### config.mk
export PLATFORM = sky130hd
export DESIGN_NAME = sram_rw_arbiter
export DESIGN_NICKNAME = d
export VERILOG_FILES = /design/src/rtl/sram_rw_arbiter.sv
export SDC_FILE = /design/constraint.sdc
export NUM_CORES = 1
export LEC_CHECK = 0
export CAP_MARGIN = 40
export CORE_AREA = 2 2 97 99
export DETAILED_ROUTE_END_ITERATION = 10
export DIE_AREA = 0 0 99 101
export PLACE_DENSITY = 0.63
export RECOVER_POWER = 25
export SKIP_LAST_GASP = 1
export SLEW_MARGIN = 20
export SYNTH_ARGS = -nofsm -noshare
export SYNTH_HDL_FRONTEND = slang
export SYNTH_SLANG_ARGS = --single-unit
### constraint.sdc
create_clock -name clk -period 2.93 [get_ports clk]
set_input_delay 0.586 -clock clk [delete_from_list [all_inputs] [get_ports clk]]
set_output_delay 0.586 -clock clk [all_outputs]
set_load 0.01 [all_outputs]
### src/rtl/sram_rw_arbiter.sv
// sram_rw_arbiter: shares the 1RW port (port 0) of the SRAM macro between two
// requesters. Grants are combinational and round-robin. Reads are tracked
// through the macro latency, and each read response goes back to the requester
// that issued it.
// Optional build macro: ARB_FIXED_PRIO_EN gives requester 0 fixed priority
// instead of round-robin.
module sram_rw_arbiter #(
    parameter int unsigned NUM_WMASKS   = 4,
    parameter int unsigned DATA_WIDTH   = 32,
    parameter int unsigned ADDR_WIDTH   = 10,
    parameter int unsigned SRAM_LATENCY = 1
) (
    input  logic                  clk,
    input  logic                  rst_n,
    input  logic                  r0_valid,
    output logic                  r0_ready,
    input  logic                  r0_we,
    input  logic [NUM_WMASKS-1:0] r0_wmask,
    input  logic [ADDR_WIDTH-1:0] r0_addr,
    input  logic [DATA_WIDTH-1:0] r0_wdata,
    output logic                  r0_rsp_valid,
    output logic [DATA_WIDTH-1:0] r0_rsp_rdata,
    input  logic                  r1_valid,
    output logic                  r1_ready,
    input  logic                  r1_we,
    input  logic [NUM_WMASKS-1:0] r1_wmask,
    input  logic [ADDR_WIDTH-1:0] r1_addr,
    input  logic [DATA_WIDTH-1:0] r1_wdata,
    output logic                  r1_rsp_valid,
    output logic [DATA_WIDTH-1:0] r1_rsp_rdata,
    output logic                  sram_csb0,
    output logic                  sram_web0,
    output logic [NUM_WMASKS-1:0] sram_wmask0,
    output logic [ADDR_WIDTH-1:0] sram_addr0,
    output logic [DATA_WIDTH-1:0] sram_din0,
    input  logic [DATA_WIDTH-1:0] sram_dout0,
    output logic                  prio_ptr
);

    localparam int unsigned LAST = SRAM_LATENCY - 1;

    logic                    prio_q;
    logic                    gnt0_c;
    logic                    gnt1_c;
    logic                    rd_accept_c;
    logic [SRAM_LATENCY-1:0] pipe_v;
    logic [SRAM_LATENCY-1:0] pipe_id;
    logic                    rsp_v_c;

    // Grant selection; reset suppresses all grants
    always_comb begin
        gnt0_c = 1'b0;
        gnt1_c = 1'b0;
        if (rst_n) begin
`ifdef ARB_FIXED_PRIO_EN
            gnt0_c = r0_valid;
            gnt1_c = r1_valid & ~r0_valid;
`else
            if (r0_valid && r1_valid) begin
                gnt0_c = ~prio_q;
                gnt1_c = prio_q;
            end else begin
                gnt0_c = r0_valid;
                gnt1_c = r1_valid;
            end
`endif
        end
    end

    assign r0_ready = gnt0_c;
    assign r1_ready = gnt1_c;
    assign prio_ptr = prio_q;

    // Drive the macro port from the granted requester, otherwise idle with zeros
    always_comb begin
        sram_csb0   = 1'b1;
        sram_web0   = 1'b1;
        sram_wmask0 = '0;
        sram_addr0  = '0;
        sram_din0   = '0;
        rd_accept_c = 1'b0;
        if (gnt0_c) begin
            sram_csb0   = 1'b0;
            sram_web0   = ~r0_we;
            sram_wmask0 = r0_we ? r0_wmask : '0;
            sram_addr0  = r0_addr;
            sram_din0   = r0_wdata;
            rd_accept_c = ~r0_we;
        end else if (gnt1_c) begin
            sram_csb0   = 1'b0;
            sram_web0   = ~r1_we;
            sram_wmask0 = r1_we ? r1_wmask : '0;
            sram_addr0  = r1_addr;
            sram_din0   = r1_wdata;
            rd_accept_c = ~r1_we;
        end
    end

    // Round-robin pointer: after a grant the other requester gets priority
    always_ff @(posedge clk) begin
        if (!rst_n) begin
            prio_q <= 1'b0;
        end else begin
`ifdef ARB_FIXED_PRIO_EN
            prio_q <= 1'b0;
`else
            if (gnt0_c) begin
                prio_q <= 1'b1;
            end else if (gnt1_c) begin
                prio_q <= 1'b0;
            end
`endif
        end
    end

    // Read tracking shift pipeline: stage 0 takes the accepted read and the
    // last stage lines up with valid dout0
    always_ff @(posedge clk) begin
        if (!rst_n) begin
            pipe_v  <= '0;
            pipe_id <= '0;
        end else begin
            pipe_v  <= SRAM_LATENCY'({pipe_v, rd_accept_c});
            pipe_id <= SRAM_LATENCY'({pipe_id, gnt1_c});
        end
    end

    // Route the response to its issuer; rst_n also masks a response that is
    // still in flight while reset is being applied
    assign rsp_v_c      = rst_n & pipe_v[LAST];
    assign r0_rsp_valid = rsp_v_c & ~pipe_id[LAST];
    assign r1_rsp_valid = rsp_v_c & pipe_id[LAST];
    assign r0_rsp_rdata = r0_rsp_valid ? sram_dout0 : '0;
    assign r1_rsp_rdata = r1_rsp_valid ? sram_dout0 : '0;

endmodule

==> results of run 1 <==
sequential cells by signal (all words and copies together), names as in the netlist:
name / count
pipe_id: 1
pipe_v: 1
prio_ptr: 1
worst max-delay path, stage by stage:
cell,delay [ns]
sky130_fd_sc_hd__clkdlybuf4s50_1,0.46
sky130_fd_sc_hd__nand2b_1,0.12
sky130_fd_sc_hd__and3_4,0.27
sky130_fd_sc_hd__buf_16,0.17
sky130_fd_sc_hd__a22o_1,0.14
sky130_fd_sc_hd__clkdlybuf4s50_1,0.53
repair_timing:
item                                    in CTS  in global routing
pin swaps                                    0                  0
buffers inserted                             2                  0
endpoints found under the setup margin      93                 31
gates resized for setup                     18                 12
hold buffers                                 0                  0
gates cloned                                 1                  2
power by group:
group / total [mW] / internal (mW) / switching (mW) / leakage (nW)
registers: 0.0454 / 0.0438 / 0.00167 / 0.0248
clock network: 0.122 / 0.0929 / 0.0287 / 0.0228
logic: 0.439 / 0.298 / 0.141 / 1.50
total: 0.606 / 0.435 / 0.171 / 1.55
layer usage:
metal / vias up / GRT usage (%) / part of all wire, %
met5: - / 0 / 0
met4: 0 / 1.26 / 0
met3: 0 / 3.74 / 11
met2: 150 / 26.6 / 54
met1: 940 / 13.6 / 35
li1: 1034 / - / -
path summary, 6_finish.rpt:
check,from,cells after the start,end
hold / removal,prio_ptr,2,prio_ptr
hold reg to reg,prio_ptr,2,prio_ptr
setup / recovery,r0_valid,6,sram_din0[2]
setup reg to reg,prio_ptr,5,pipe_v
Yosys cell counts, drive strengths merged:
master	n
nand3b	2
nand2b	2
a21boi	2
and4	1
and3	4
and2	64
nor2	1
a21oi	1
buf	12
a22o	42
o21ai	1
clkbuf	4
a32o	4
dfxtp	3
nand2	2
through the flow:
stage                     total power, mW  hold slack [ns]  cell area [µm²]
after floorplan                     0.168            0.519             1100
after global placement              0.484            0.508             3710
after detailed placement            0.487            0.535             3710
after CTS                           0.610            0.539             3790
after global routing                0.641            0.616             3820
final                               0.606            0.582             3820
cell families (layout without fill, tap and decap cells):
| logic type | count (synthesis) | count (layout) | synth area share, % |
|---|---|---|---|
| AO/OA/AOI/OAI | 50 | 50 | 39.5 |
| buffers and inverters | 16 | 267 | 11.4 |
| flip-flops | 3 | 3 | 5.48 |
| AND/OR/NAND/NOR | 76 | 76 | 43.6 |
final cells by class:
type	instances	area (µm²)
clock buffer	4	45.0
fill	881	5160
multi-input combinational	126	916
sequential	3	60.1
tap	111	139
timing repair buffer	263	2660
==> results.txt, run 1 <==
Compared with the post-synthesis result, the final layout area differs by 249%. The final period utilization is 97.9%. The via count of the first global-routing pass came out at 1971. The setup TNS came out at 0 ns. The initial antenna violation count is 0.

The quantity of I/O buffers inserted on ports came out at 246. The final count of hold timing violations came out at 0. Before CTS, the worst setup slack after placement is -0.0660 ns.

CTS built an H-tree with a depth of 1. The final cell utilization of the core is 42.6%. The number of buffers created by CTS came out at 3. Synthesis handed over a netlist of 145 instances. The wire length of the first global-routing pass came out at 10400 µm.

The run finished with clean final reports. The net count of the mapped netlist came out at 275. The portion of synthesized cell area occupied by the leading cell type is 36.5%.

STA puts the critical path data arrival time at 2.28 ns. The critical path in this run is classified as in -> out. The later-pin clock latency in the skew report came out at 0.22 ns.

For flop-to-flop paths, the worst setup slack is 1.85 ns. Measured along the x axis, the die boundary spans 99 µm. The library cell used most frequently in the layout, excluding fill and tap cells, is sky130_fd_sc_hd__clkdlybuf4s50_1. The count of max-cap constraint violations came out at 0. The upper clock frequency limit is 0.349 GHz. The worst relative slew slack came out at 84.7%. The share of final-layout standard cells stronger than drive strength 1 is 5.30%. The overall global routing resource usage came out at 13.1%. The total setup violations reported at the end of the flow came out at 0. The largest net degree at the start of global routing is 34. Of the synthesized area, sequential elements account for 5.48%. The number of standard-cell rows in the floorplan came out at 35.

The detail route stage leaves a number of antenna-violating nets equal to 0. The first TritonRoute pass finished after 4 iterations. The top cell types in the final layout, fill and taps aside, are sky130_fd_sc_hd__clkdlybuf4s50_1 (216), sky130_fd_sc_hd__and2_1 (64), sky130_fd_sc_hd__a22o_1 (42). The post-DP HPWL came out at 6390 µm. The die covers 10000 µm². The clock period minus final worst setup slack came out at 2.87 ns. The detail-routed via count per cell came out at 4.19. The placed cell count came out at 498. The clock slew at the register clock pins of the worst setup and hold paths came out at 0.03 ns. At the pin with the least slew margin, the transition time is 0.230 ns. The worst setup path is launched from a primary input. The violation count after the first detailed-route iteration is 19. The final setup slack of the worst path came out at 0.0609 ns. Power spread over the standard cell area amounts to 159 nW/µm². The leakage dissipation is 1.55 nW. The detailed-route DRC error count is 0. The capturing element type of the critical path is an output port. The number of top-level design ports came out at 247. After detailed routing, the total wire length is 7780 µm. The number of antenna diodes in the final layout is 0.

The detailed-route wire length per cell came out at 15.4 µm. The TritonCTS sink count came out at 3. The count of non-filler cells in the finished layout came out at 507. The worst clock skew is 0.00521 ns.

The total overflow left after global routing is 0. The highest net fanout along the worst path came out at 21. For this run, the number of Yosys warnings is 0. CTS placed an instance of sky130_fd_sc_hd__clkbuf_8 at the clock tree root. The maximum buffer depth of the clock tree is 2. The starting density of the core came out at 12.2%.

The final RePlAce weighted congestion came out at 0.788. The synthesized design spends more area on one cell type than any other, namely sky130_fd_sc_hd__and2_1. The synthesized netlist occupies a cell area of 1100 µm². The net total in the final layout is 527. The number of different library cells in the post-synthesis netlist came out at 17. The worst IR drop on VDD is 0.0000985 V. The die boundary height is 101 µm. In the post-synthesis netlist, the biggest area contributors are sky130_fd_sc_hd__and2_1 (37%), sky130_fd_sc_hd__a22o_1 (34%), sky130_fd_sc_hd__buf_6 (8.2%), sky130_fd_sc_hd__dfxtp_1 (5.5%), sky130_fd_sc_hd__a32o_1 (3.7%).

The max-slew violation total from the final report is 0. The mean instance size in the synthesized netlist came out at 7.56 µm². The total of flip-flops plus latches after synthesis came out at 3. The via count of the routed design is 2124.

In this run the worst hold path is classified as reg -> reg. Setup repair after global routing could not meet its margin everywhere. The critical path data required time came out at 2.34 ns. TritonCTS built the clock tree.

The core region is 8980 µm².
No activity file was read; power rests on OpenSTA's default activity.
==> run 2, diff against run 1 <==
- ABC_AREA: unset -> 1
- CORE_AREA: 2 2 97 99 -> 2 2 95 97
- DIE_AREA: 0 0 99 101 -> 0 0 97 99
- PLACE_DENSITY: 0.63 -> 0.68
==> run 2 against run 1 <==
Net effect:
- final area up 6.4%
- area after synthesis up 18%
- critical path depth up 3
- maximum frequency up 1.5%
- utilization up 5.0 points
- largest power group unchanged
==> results.txt, run 2 <==
Run status: complete, no violations (unchanged). The total of hold buffers inserted after clock tree synthesis came out at 0 (unchanged). The portion of synthesized cell area occupied by the leading cell type came out at 31.3% (was 36.5%).

The switching part of the total was 32.0% (was 28.3%). The die boundary width was 97 µm (was 99 µm). The share of power burned in combinational logic came out at 74.6% (was 72.4%).

The detail-routed via count per cell was 4.13 (was 4.19). The via count of the first global-routing pass came out at 2574 (was 1971). The detailed-route DRC error count came to 0 (unchanged). Commonest cells after routing, fill and taps aside: sky130_fd_sc_hd__clkdlybuf4s50_1 (226), sky130_fd_sc_hd__nand2_1 (108), sky130_fd_sc_hd__nor2_1 (68) (was sky130_fd_sc_hd__clkdlybuf4s50_1 (216), sky130_fd_sc_hd__and2_1 (64), sky130_fd_sc_hd__a22o_1 (42)). The TritonCTS sink count is 3 (unchanged). The launch point of the critical path was r1_valid (was r0_valid).

The count of nets left with antenna violations after detail routing is 0 (unchanged). The cell area after technology mapping came out at 1290 µm² (was 1100 µm²). The upper clock frequency limit is 0.354 GHz (was 0.349 GHz).

The core region area came out at 8550 µm² (was 8980 µm²). The net count of the mapped netlist came to 428 (was 275). The number of warning messages in the yosys log came out at 0 (unchanged).

The capturing element type of the critical path is an output port (unchanged). The mean instance size in the synthesized netlist is 4.34 µm² (was 7.56 µm²). The clock slew at the register clock pins of the worst setup and hold paths is 0.03 ns (about the same).

The H-tree depth came out at 1 (unchanged). The detailed-route wire length came out at 8110 µm (was 7780 µm). The total setup violations reported at the end of the flow came out at 0 (unchanged).

The cell at the root of the clock tree is sky130_fd_sc_hd__clkbuf_8 (unchanged). The share of synthesized registers carrying an async set or reset came to 0% (unchanged). The CTS tree is done (unchanged). The final count of hold timing violations came out at 0 (unchanged). The worst relative slew slack was 70.2% (was 84.7%). The initial antenna violation count is 1 (was 0). The leading cell type by number of instances after synthesis is sky130_fd_sc_hd__nand2_1 (was sky130_fd_sc_hd__and2_1).

The largest net degree at the start of global routing came out at 34 (unchanged). The most used flip-flop cell after synthesis is sky130_fd_sc_hd__dfxtp_1 (unchanged). The kind of start point of the critical path was a primary input (unchanged). The post-synthesis to final-layout area growth is 214% (was 249%).

The worst endpoint data arrival time is 2.24 ns (was 2.28 ns). The beginning of the worst hold path is prio_ptr (unchanged). The slew at the pin with the worst max-slew slack came to 0.447 ns (was 0.230 ns).

The critical path data required time is 2.34 ns (about the same). The starting density of the core is 15.1% (was 12.2%). The die area is 9600 µm² (was 10000 µm²). The number of buffers created by CTS was 3 (unchanged). The via count of the routed design is 2697 (was 2124). The class of the most critical hold timing path was reg -> reg (unchanged).

The count of max-cap constraint violations is 0 (unchanged). Top cells by area in the synthesized netlist: sky130_fd_sc_hd__nand2_1 (31%), sky130_fd_sc_hd__nor2_1 (20%), sky130_fd_sc_hd__nand3_1 (18%), sky130_fd_sc_hd__inv_1 (12%), sky130_fd_sc_hd__dfxtp_1 (4.6%) (was sky130_fd_sc_hd__and2_1 (37%), sky130_fd_sc_hd__a22o_1 (34%), sky130_fd_sc_hd__buf_6 (8.2%), sky130_fd_sc_hd__dfxtp_1 (5.5%), sky130_fd_sc_hd__a32o_1 (3.7%)). The net total in the final layout is 675 (was 527). The number of different library cells in the post-synthesis netlist was 13 (was 17). The relative contribution of sequential cells to total power was 7.0% (was 7.5%).

The biggest area consumer among synthesized cells is sky130_fd_sc_hd__nand2_1 (was sky130_fd_sc_hd__and2_1). The worst IR drop on VDD came out at 0.0000754 V (was 0.0000985 V). The placed cell count came out at 642 (was 498). The number of detailed-route iterations in the first pass came out at 4 (unchanged). The highest net fanout along the worst path is 8 (was 21). The quantity of I/O buffers inserted on ports is 246 (unchanged).

The later-pin clock latency in the skew report came to 0.21 ns (was 0.22 ns). The number of top-level design ports came out at 247 (unchanged). The total design power came out at 656 µW (was 606 µW).

RSZ-0062 raised after global routing: yes (unchanged). The die boundary height came out at 99 µm (was 101 µm). The global-route congestion overflow total came to 0 (unchanged). The leakage dissipation is 1.99 nW (was 1.55 nW). The post-DP HPWL came to 6610 µm (was 6390 µm). The final RePlAce weighted congestion is 0.835 (was 0.788). The share of final-layout standard cells stronger than drive strength 1 was 3.86% (was 5.30%).

The violation count after the first detailed-route iteration came to 103 (was 19). The wire length of the first global-routing pass was 12200 µm (was 10400 µm). The total of flip-flops plus latches after synthesis came to 3 (unchanged). The detailed-route wire length per cell was 12.4 µm (was 15.4 µm). The count of non-filler cells in the finished layout is 653 (was 507). The clock period minus final worst setup slack came out at 2.83 ns (was 2.87 ns). The final period utilization is 96.4% (was 97.9%). The critical path class is in -> out (unchanged). The overall global routing resource usage is 15.3% (was 13.1%). The switching power is 210 µW (was 171 µW). The most common library cell in the layout ignoring fill and taps was sky130_fd_sc_hd__clkdlybuf4s50_1 (unchanged).

The beginning of the worst register-to-register path is prio_ptr (unchanged). The number of standard-cell rows in the floorplan is 34 (was 35). The clock power share is 18.4% (was 20.1%). The internal power is 446 µW (was 435 µW). The cell count after synthesis came out at 298 (was 145). The sequential share of the synthesized area came out at 4.64% (was 5.48%).

The maximum buffer depth of the clock tree was 2 (unchanged). The worst clock skew came out at 0.000383 ns (was 0.00521 ns). The max-slew violation total from the final report is 0 (unchanged).

The number of flops mapped to enable cells by yosys came out at 0 (unchanged). Top cell types by occurrence after synthesis: sky130_fd_sc_hd__nand2_1 (108), sky130_fd_sc_hd__nor2_1 (69), sky130_fd_sc_hd__nand3_1 (46) (was sky130_fd_sc_hd__and2_1 (64), sky130_fd_sc_hd__a22o_1 (42), sky130_fd_sc_hd__buf_6 (8)). The cell area power density is 161 nW/µm² (was 159 nW/µm²).
[run 2: kinds of logic after synthesis]
logic type,share of synthesized area [%]
AOI/OAI and AO/OA,1.16
and+or+nand+nor,71.5
DFF,4.64
buffers and inverters,22.7
[run 2: repair_timing]
item / in CTS / in global routing
pin swaps: 0 / 0
endpoints found under the setup margin: 2 / 79
cloned: 0 / 3
resized for setup: 1 / 3
setup buffers: 0 / 3
[run 2: path summary, 6_finish.rpt]
path | slack, ns | endpoint | cells after the start
min | 0.53 | prio_ptr | 2
max reg2reg | 1.88 | pipe_v | 5
min reg2reg | 0.53 | prio_ptr | 2
max | 0.10 | sram_addr0[4] | 9
[run 2: per-layer routing]
metal | part of all wire, % | up-vias | track usage (%)
li1 | - | 1376 | -
met1 | 37 | 1144 | 15.2
met2 | 51 | 163 | 30.0
met3 | 9.4 | 14 | 4.82
met4 | 2.3 | 0 | 5.09
met5 | 0 | - | 0
[run 2: worst max-delay path, cell delays in order]
cell,delay (ns)
sky130_fd_sc_hd__clkdlybuf4s50_1,0.43
sky130_fd_sc_hd__nand2_1,0.09
sky130_fd_sc_hd__inv_1,0.06
sky130_fd_sc_hd__nor2_4,0.13
sky130_fd_sc_hd__buf_4,0.15
sky130_fd_sc_hd__clkbuf_16,0.14
sky130_fd_sc_hd__nand2_1,0.05
sky130_fd_sc_hd__nand2_1,0.05
sky130_fd_sc_hd__clkdlybuf4s50_1,0.55
[run 2: through the flow]
step,utilization (%),hold slack (ns),TNS (ns),cell area [µm²],setup WS (ns)
2_1_floorplan,-,0.531,0,1290,1.07
3_3_place_gp,46.1,0.514,0,3940,0.0248
3_5_place_dp,46.1,0.520,0,3940,0.0103
4_1_cts,46.6,0.529,0,3990,0.0145
5_1_grt,47.5,0.578,-0.0813,4070,-0.0255
6_report,47.5,0.526,0,4070,0.105
[run 2: area by class of cell]
cell class              count  area (µm²)
clock buffers               4        45.0
flip-flops and latches      3        60.1
diodes                      1        2.50
fillers                   887        4490
inverters                  44         165
well taps                 108         135
multi-input cells         230         947
repair buffers            263        2710
[run 2: power groups by stage]
stage / Clock (mW) / Combinational [mW] / Sequential, mW
after global placement: 0 / 0.474 / 0.0463
after CTS: 0.123 / 0.481 / 0.0460
final: 0.120 / 0.489 / 0.0459
after global routing: 0.131 / 0.529 / 0.0464
after detailed placement: 0 / 0.478 / 0.0464
after floorplan: 0 / 0.145 / 0.0466
==> run 3, diff against run 2 <==
- TNS_END_PERCENT: unset -> 50
==> run 3 against run 2 <==
Net effect:
- sequential power about the same
- final area down 1.5%
- largest power group unchanged
- non-clock buffer count decreased by 4
- cell count down 0.61%
- utilization shrank 0.70 points
- hold slack improved by 0.0016 ns
- global-route usage unchanged
- wire length down 1.1%
- critical path depth shrank 1
==> results.txt, run 3 (same netlist as run 2, synthesis figures left out) <==
The critical path class is in -> out (unchanged). The detailed-route DRC error count came out at 0 (unchanged). The number of top-level design ports came out at 247 (unchanged). The number of inserted filler cells in the final layout was 893 (was 887). The post-DP HPWL came to 6610 µm (unchanged). The starting density of the core is 15.1% (unchanged). The cell area power density is 161 nW/µm² (about the same).

The number of buffers created by CTS came out at 3 (unchanged). The die boundary height came out at 99 µm (unchanged). The largest net degree at the start of global routing is 34 (unchanged). The CTS tree was done (unchanged). The H-tree depth is 1 (unchanged).

The net total in the final layout is 671 (was 675). The die boundary width is 97 µm (unchanged). The worst IR drop on VDD is 0.0000755 V (was 0.0000754 V).

The slack of the worst reg-to-reg path came out at 1.88 ns (about the same). The leakage dissipation came to 1.96 nW (was 1.99 nW). The beginning of the worst register-to-register path is prio_ptr (unchanged). The total design power came out at 646 µW (was 656 µW).

The clock period minus final worst setup slack was 2.81 ns (was 2.83 ns). The slew at the pin with the worst max-slew slack is 0.445 ns (was 0.447 ns). The beginning of the worst hold path is prio_ptr (unchanged). Run status: complete, no violations (unchanged). The via count of the routed design came out at 2671 (was 2697). The final period utilization is 95.9% (was 96.4%). The overall global routing resource usage is 15.3% (unchanged).

The detailed-route wire length came out at 8020 µm (was 8110 µm). The number of standard-cell rows in the floorplan was 34 (unchanged). The clock slew at the register clock pins of the worst setup and hold paths is 0.03 ns (about the same). The detailed-route wire length per cell came out at 12.4 µm (about the same). The total setup buffers inserted after CTS came out at 0 (unchanged). The kind of start point of the critical path was a primary input (unchanged). Ordered cell list for the critical path: clkdlybuf4s50_1 -> nand2_1 -> inv_1 -> nor2_4 -> buf_6 -> nand2_1 -> nand2_1 -> clkdlybuf4s50_1 (was clkdlybuf4s50_1 -> nand2_1 -> inv_1 -> nor2_4 -> buf_4 -> clkbuf_16 -> nand2_1 -> nand2_1 -> clkdlybuf4s50_1).

The post-synthesis to final-layout area growth is 210% (was 214%). The launch point of the critical path is r1_valid (unchanged). The die area was 9600 µm² (unchanged). RSZ-0062 raised after global routing: yes (unchanged). The count of buffering cells on the critical path with inverters included is 4 (was 5).

The worst clock skew is 0.000443 ns (was 0.000383 ns). The setup TNS is 0 ns (unchanged). Commonest cells after routing, fill and taps aside: sky130_fd_sc_hd__clkdlybuf4s50_1 (224), sky130_fd_sc_hd__nand2_1 (108), sky130_fd_sc_hd__nor2_1 (68) (was sky130_fd_sc_hd__clkdlybuf4s50_1 (226), sky130_fd_sc_hd__nand2_1 (108), sky130_fd_sc_hd__nor2_1 (68)). The violation count after the first detailed-route iteration is 95 (was 103).

The core region area came out at 8550 µm² (unchanged). The count of nets left with antenna violations after detail routing came out at 0 (unchanged). The global-route congestion overflow total is 0 (unchanged).

The initial antenna violation count is 1 (unchanged). The maximum buffer depth of the clock tree is 2 (unchanged). The count of max-cap constraint violations is 0 (unchanged).

The total setup violations reported at the end of the flow came out at 0 (unchanged). The most common library cell in the layout ignoring fill and taps is sky130_fd_sc_hd__clkdlybuf4s50_1 (unchanged). The final cell utilization of the core is 46.8% (was 47.5%). The upper clock frequency limit came out at 0.356 GHz (was 0.354 GHz). The slowest stage cell on the critical path is sky130_fd_sc_hd__clkdlybuf4s50_1 (unchanged). The sequential cell area in the final layout came out at 60.1 µm² (unchanged). The most used cell along the critical path was sky130_fd_sc_hd__nand2_1 (unchanged). The number of detailed-route iterations in the first pass is 4 (unchanged). The placed cell count was 642 (unchanged).

The later-pin clock latency in the skew report came to 0.21 ns (about the same). The worst endpoint data arrival time is 2.23 ns (was 2.24 ns). The worst relative slew slack came out at 70.3% (was 70.2%).

The highest net fanout along the worst path is 14 (was 8). The share of final-layout standard cells stronger than drive strength 1 is 3.15% (was 3.86%). The detail-routed via count per cell is 4.12 (was 4.13). The max-slew violation total from the final report is 0 (unchanged). The capturing element type of the critical path is an output port (unchanged). The worst stage delay on the critical path came to 0.54 ns (was 0.55 ns). The critical path data required time came out at 2.34 ns (about the same).

The TritonCTS sink count is 3 (unchanged). The final count of hold timing violations was 0 (unchanged). The wire length of the first global-routing pass was 12200 µm (unchanged). The area taken by multi-input logic gates was 947 µm² (unchanged). The via count of the first global-routing pass came to 2574 (unchanged). The final RePlAce weighted congestion is 0.835 (unchanged). The count of non-filler cells in the finished layout was 649 (was 653). The quantity of I/O buffers inserted on ports is 246 (unchanged). The family with the most delay on the worst path is buffers and inverters (unchanged).

The class of the most critical hold timing path is reg -> reg (unchanged). The cell at the root of the clock tree is sky130_fd_sc_hd__clkbuf_8 (unchanged).
-- run 3: where the power goes --
group	internal, mW	total [mW]	leakage (nW)	switching, mW
clock network	0.0929	0.121	0.0228	0.0278
registers	0.0440	0.0459	0.0249	0.00197
logic	0.301	0.479	1.91	0.178
total	0.438	0.646	1.96	0.208
-- run 3: area by class of cell --
cell class,count,area share (%)
flip-flops and latches,3,1.50
clock buffers,4,1.12
inverters,44,4.12
repair buffers,259,66.2
multi-input cells,230,23.6
well taps,108,3.37
diodes,1,0.0625
-- run 3: final timing paths --
| check | endpoint | depth (start not counted) |
|---|---|---|
| worst max-delay path | sram_din0[13] | 8 |
| worst min-delay path | prio_ptr | 2 |
| worst min register to register | prio_ptr | 2 |
| worst max register to register | pipe_v | 5 |
-- run 3: what timing repair did --
item                                    in CTS  in global routing
endpoints found under the setup margin       2                 79
resized for setup                            1                  2
hold buffers                                 0                  0
cloned                                       0                  2
-- run 3: per-stage QoR --
stage                     instance area, µm²  hold WS, ns  setup slack, ns
after global placement                  3940        0.514           0.0248
final                                   4010        0.527            0.119
after CTS                               3990        0.529           0.0145
after floorplan                         1290        0.531             1.07
after global routing                    4010        0.578          -0.0323
after detailed placement                3940        0.520           0.0103
-- run 3: worst min-delay path, cell delays in order (launching register included) --
cell                      delay (ns)
sky130_fd_sc_hd__dfxtp_1        0.33
sky130_fd_sc_hd__nor2_1         0.11
sky130_fd_sc_hd__nor2_1         0.05
-- run 3: per-layer routing --
layer  track usage (%)  part of all wire (%)  up-vias
met5                 0                     0        -
met1              15.2                    37     1134
met3              4.82                   9.2       14
met4              5.09                   2.3        0
li1                  -                     -     1368
met2              30.0                    52      155
